==> src/rtl/lift_look_ctrl.sv <==
// N-floor lift controller with LOOK scheduling.
// Floor requests are latched into a pending bitmap. The lift keeps moving in
// its current direction while requests lie ahead, and otherwise reverses.
// Each floor transit and each door stop is timed by one shared down-counter.
module lift_look_ctrl #(
  parameter int FLOORS      = 8,
  parameter int MOVE_CYCLES = 2,
  parameter int DOOR_CYCLES = 4,
  localparam int FW = (FLOORS > 1) ? $clog2(FLOORS) : 1
) (
  input  logic              clk,
  input  logic              rst_n,
  input  logic              req_valid,
  input  logic [FW-1:0]     req_floor,
  output logic              req_err,
  output logic [1:0]        dout,
  output logic [FW-1:0]     cur_floor,
  output logic              door_open,
  output logic [FLOORS-1:0] pending,
  output logic              done
);

  // The timer must hold the larger of the two reload values.
  localparam int TMAX = ((MOVE_CYCLES > DOOR_CYCLES) ? MOVE_CYCLES : DOOR_CYCLES) - 1;
  localparam int TW   = (TMAX > 0) ? $clog2(TMAX + 1) : 1;

  localparam logic [TW-1:0] MOVE_LOAD = TW'(MOVE_CYCLES - 1);
  localparam logic [TW-1:0] DOOR_LOAD = TW'(DOOR_CYCLES - 1);
  localparam logic [FW:0]   FLOORS_W  = (FW + 1)'(FLOORS);
  localparam logic [FW-1:0] TOP_FLOOR = FW'(FLOORS - 1);

  // Motion encoding shared with the motor driver.
  typedef enum logic [1:0] {
    MOT_UP   = 2'b00,
    MOT_DOWN = 2'b01,
    MOT_STAY = 2'b10
  } motion_t;

  typedef enum logic [1:0] {
    S_IDLE,
    S_MOVE,
    S_DOOR
  } state_t;

  state_t            r_state,     w_state_nxt;
  logic [FW-1:0]     r_cur_floor, w_cur_floor_nxt;
  logic              r_dir,       w_dir_nxt;     // 0 = up, 1 = down
  logic [FLOORS-1:0] r_pending,   w_pending_nxt;
  logic [TW-1:0]     r_timer,     w_timer_nxt;
  logic              r_req_err;

  logic          w_req_in_range;
  logic          w_req_ok;
  logic          w_req_here;
  logic          w_above;
  logic          w_below;
  logic          w_ahead;
  logic [FW-1:0] w_step_floor;
  logic          w_clr;
  logic [FW-1:0] w_clr_floor;

  assign w_req_in_range = ({1'b0, req_floor} < FLOORS_W);
  assign w_req_ok       = req_valid & w_req_in_range;
  assign w_req_here     = w_req_ok && (req_floor == r_cur_floor);
  assign w_step_floor   = r_dir ? (r_cur_floor - FW'(1)) : (r_cur_floor + FW'(1));

  // Work out where outstanding requests lie relative to the current floor and the next floor.
  always_comb begin
    w_above = 1'b0;
    w_below = 1'b0;
    w_ahead = 1'b0;
    for (int i = 0; i < FLOORS; i++) begin
      if (r_pending[i] && (i > int'(r_cur_floor))) w_above = 1'b1;
      if (r_pending[i] && (i < int'(r_cur_floor))) w_below = 1'b1;
      if (r_pending[i] && (r_dir ? (i < int'(w_step_floor)) : (i > int'(w_step_floor))))
        w_ahead = 1'b1;
    end
  end

  // Next-state, timer, floor, direction and pending-bitmap update.
  always_comb begin
    // NOTE: every signal gets a default here, so no path through the case can leave one unassigned and infer a latch.
    w_state_nxt     = r_state;
    w_cur_floor_nxt = r_cur_floor;
    w_dir_nxt       = r_dir;
    w_timer_nxt     = r_timer;
    w_clr           = 1'b0;
    w_clr_floor     = r_cur_floor;

    case (r_state)
      S_IDLE: begin
        if (r_pending[r_cur_floor]) begin
          w_state_nxt = S_DOOR;
          w_timer_nxt = DOOR_LOAD;
          w_clr       = 1'b1;
        end else if (w_above && (!r_dir || !w_below)) begin
          w_state_nxt = S_MOVE;
          w_dir_nxt   = 1'b0;
          w_timer_nxt = MOVE_LOAD;
        end else if (w_below) begin
          w_state_nxt = S_MOVE;
          w_dir_nxt   = 1'b1;
          w_timer_nxt = MOVE_LOAD;
        end
      end

      S_MOVE: begin
        if (r_timer == '0) begin
          w_cur_floor_nxt = w_step_floor;
          if (r_pending[w_step_floor]) begin
            w_state_nxt = S_DOOR;
            w_timer_nxt = DOOR_LOAD;
            w_clr       = 1'b1;
            w_clr_floor = w_step_floor;
          end else if (w_ahead) begin
            w_timer_nxt = MOVE_LOAD;
          end else begin
            w_state_nxt = S_IDLE;
          end
        end else begin
          w_timer_nxt = r_timer - TW'(1);
        end
      end

      S_DOOR: begin
        // Requests for this floor never reach the bitmap while the door is open.
        w_clr = 1'b1;
        if (w_req_here) begin
          w_timer_nxt = DOOR_LOAD;
        end else if (r_timer == '0) begin
          w_state_nxt = S_IDLE;
        end else begin
          w_timer_nxt = r_timer - TW'(1);
        end
      end

      default: begin
        w_state_nxt = S_IDLE;
      end
    endcase

    // Capture first, then clear, so that a clear on the same edge wins.
    w_pending_nxt = r_pending;
    if (w_req_ok) w_pending_nxt[req_floor] = 1'b1;
    if (w_clr)    w_pending_nxt[w_clr_floor] = 1'b0;
  end

  // State registers, with synchronous active-low reset.
  always_ff @(posedge clk) begin
    // NOTE: sequential state uses non-blocking assignments, so every register samples pre-edge values.
    if (!rst_n) begin
      r_state     <= S_IDLE;
      r_cur_floor <= '0;
      r_dir       <= 1'b0;
      r_pending   <= '0;
      r_timer     <= '0;
      r_req_err   <= 1'b0;
    end else begin
      r_state     <= w_state_nxt;
      r_cur_floor <= w_cur_floor_nxt;
      r_dir       <= w_dir_nxt;
      r_pending   <= w_pending_nxt;
      r_timer     <= w_timer_nxt;
      r_req_err   <= req_valid & ~w_req_in_range;
    end
  end

  // Outputs are decoded from registered state only.
  assign dout      = (r_state == S_MOVE) ? (r_dir ? MOT_DOWN : MOT_UP) : MOT_STAY;
  assign cur_floor = r_cur_floor;
  assign door_open = (r_state == S_DOOR);
  assign pending   = r_pending;
  assign done      = (r_state == S_IDLE) && (r_pending == '0);
  assign req_err   = r_req_err;

  // The lift never drives the motor beyond the top or bottom floor.
  always @(posedge clk) begin
    if (rst_n) begin
      assert (!((dout == MOT_UP)   && (cur_floor == TOP_FLOOR)));
      assert (!((dout == MOT_DOWN) && (cur_floor == '0)));
    end
  end

endmodule

==> config.mk <==
export PLATFORM = sky130hd
export DESIGN_NAME = lift_look_ctrl
export DESIGN_NICKNAME = d
export VERILOG_FILES = /design/src/rtl/lift_look_ctrl.sv
export SDC_FILE = /design/constraint.sdc
export NUM_CORES = 1
export LEC_CHECK = 0
export BUFFER_PORTS_ARGS = -buffer_cell sky130_fd_sc_hd__buf_2
export CAP_MARGIN = 20
export CORE_UTILIZATION = 50
export DETAILED_ROUTE_END_ITERATION = 6
export MAX_ROUTING_LAYER = met4
export PLACE_DENSITY = 0.7
export SYNTH_ARGS = -nofsm -noshare
export SYNTH_HDL_FRONTEND = slang
export SYNTH_SLANG_ARGS = --single-unit
==> constraint.sdc <==
create_clock -name clk -period 3.6 [get_ports clk]
set_input_delay 0.36 -clock clk [delete_from_list [all_inputs] [get_ports clk]]
set_output_delay 0.36 -clock clk [all_outputs]
set_load 0.02 [all_outputs]
==> flow_summary.json <==
{
  "syn_area_um2": 1750,
  "cts_tree": "done",
  "ys_seq_area_frac": 0.183,
  "clockRootBuffer": "clkbuf_4",
  "crit_start": "cur_floor[0]",
  "worst_setup_path_start_kind": "flip-flop",
  "clkPwrFrac": 0.089,
  "avgRoutedWirePerCell_um": 16.1,
  "hp-class": "in2reg",
  "outcome": "finished, final reports clean",
  "syn_nets": 246,
  "place_ws_ps": 874,
  "mostFrequentLayoutCells": "buf_2, nor2_1, o21ai_0",
  "cts_buffers": 3,
  "finalHoldViolCount": 0,
  "clock.fmax_mhz": 361,
  "clk_pin_slew_ps": 90,
  "place_inst": 283,
  "htreeDepth": 1,
  "postCtsHoldBufs": 0,
  "ys_seq_elements": 16,
  "grt_max_degree": 25,
  "wl_um": 4600,
  "post_cts_resized": 0,
  "rsz0062_at_grt": "no",
  "endpoint_kind": "flip-flop",
  "overflow": 0,
  "drv_slew": 0,
  "setup_viol": 0,
  "arrival_ps": 2910,
  "grt_pass1_wl_um": 7550,
  "p_sw_frac": 0.493,
  "layout.nets": 259,
  "port_buffers": 20,
  "post-cts-setup-buffer-count": 0,
  "cts_buffer_depth": 2,
  "p_switching_mw": 0.518,
  "worstPathCellList": "inv_1, buf_4, ha_1, xor2_1, buf_4, nor3_1, mux2i_1, a21boi_0, a21boi_0, a31oi_1",
  "cap_violations": 0,
  "drtAntennaViolNets": 0,
  "drt_iter0_markers": 242,
  "pwr_density_cell_nw_per_um2": 557,
  "via_count": 1758,
  "comb_power_share": 0.683,
  "worst_pin_slew_ps": 682,
  "die-area_um2": 3750,
  "rows": 21,
  "fin_tns_setup_ps": 0,
  "yosys_warnings": 0,
  "regToRegStartpoint": "cur_floor[0]",
  "power_mw": 1.05,
  "syn_area_per_cell_um2": 7.66,
  "start_util": 0.526,
  "critPathMaxFanout": 14,
  "fin_skew_ps": 1.72,
  "synth_cell_types": 53,
  "drive_gt1_frac": 0.163,
  "diodes": 0,
  "worstPathRequired_ps": 3750,
  "viasPerCell": 6.15,
  "first_global_vias": 1533,
  "cts_sinks": 16,
  "synth_edf_count": 0,
  "cellLeakagePower_nw": 0.766,
  "first_pass_iters": 4,
  "area_growth_pct": 7.42,
  "grt_antenna_before_repair": 0,
  "grtUsageTotal": 0.277,
  "power.internal_mw": 0.532,
  "die_x_um": 61.2,
  "synthArstFlopShare": 0,
  "layout_setup_ws_ps": 831,
  "core_um2": 3340,
  "clock_latency_ps": 280,
  "worstSetupPathType": "reg2reg",
  "io_pins": 22,
  "ir_drop_v": 0.000305,
  "die_y_um": 61.2,
  "fin_crit_sh": 0.769,
  "synthFlopType": "dfxtp_1",
  "dpl.hpwl_um": 3380,
  "min_period_ps": 2770,
  "pwr-share-seq": 0.228,
  "gp_congestion": 0.862,
  "stdcell_count": 286,
  "post-route-util": 0.565,
  "synthCells": 229,
  "final_common_cell": "buf_2",
  "remaining_drc_errors": 0,
  "crit_slowest_cell": "a21boi_0",
  "relSlewSlack": 0.544,
  "hp-start": "rst_n",
  "critPathMaxStageDelay_ps": 480
}
worst max-delay path: cells and delay by family (launching register included):
family          cells  cell delay [ps]
mux                 1              150
simple gates        1              190
xor+xnor            1              210
compound gates      3              800
fa+ha+maj           1              470
flops               1              370
buf+inv             3              430
power by group through the flow:
stage / sequential, mW / clock, mW / combinational, mW
final: 0.240 / 0.0935 / 0.717
after global routing: 0.244 / 0.106 / 0.784
after CTS: 0.239 / 0.0955 / 0.710
after detailed placement: 0.243 / 0 / 0.703
after global placement: 0.241 / 0 / 0.700
after floorplan: 0.255 / 0 / 0.537
path summary, 6_finish.rpt:
path	depth (start not counted)	slack, ps	endpoint
worst max register to register	10	830	pending[1]
worst min-delay path	3	420	pending[4]
worst min register to register	2	470	r_timer[1]
worst max-delay path	10	830	pending[1]
per-layer routing:
layer | vias to the layer above | part of all wire | GRT usage
met4 | 0 | 0.011 | 0.0779
met2 | 67 | 0.46 | 0.425
met5 | - | 0 | -
met1 | 819 | 0.47 | 0.392
li1 | 866 | - | -
met3 | 6 | 0.052 | 0.0168
kinds of logic after synthesis:
kind of cell               count (synthesis)  share of synthesized area
xor gates and xnor gates                   6                     0.0300
and+or+nand+nor                           72                      0.208
muxes                                     17                      0.125
buffers and inverters                     32                     0.0799
DFF                                       16                      0.183
adders and majority gates                 11                     0.0785
AOI/OAI and AO/OA                         74                      0.294
other                                      1                    0.00214
synth_stat cells (all sizes together), types with 5 or more instances:
master,count,area share
nor2,19,0.041
o21ai,19,0.054
dfxtp,16,0.18
inv,16,0.034
nand2,14,0.030
a21oi,13,0.039
ha,11,0.078
mux2i,11,0.063
buf,9,0.031
a31oi,8,0.029
clkbuf,7,0.015
nand2b,7,0.025
nor3,6,0.017
xnor2,5,0.025
final cells by class:
cell class | count | area [um^2]
clock buffer | 3 | 22.5
fill | 330 | 1450
inverter | 16 | 60.1
multi-input combinational | 181 | 1290
sequential | 16 | 320
tap | 46 | 57.6
timing repair buffer | 24 | 130
flip-flops by register name (all words and copies together), names as in the netlist:
signal / count
pending: 8
cur_floor: 3
r_state: 2
r_dir: 1
r_timer: 2
stage by stage:
step	hold WS, ps	cell area, um^2
2_1_floorplan	435	1750
5_1_grt	435	1880
4_1_cts	422	1880
3_3_place_gp	449	1860
6_report	423	1880
3_5_place_dp	458	1860
No activity file was read; power rests on OpenSTA's default activity.
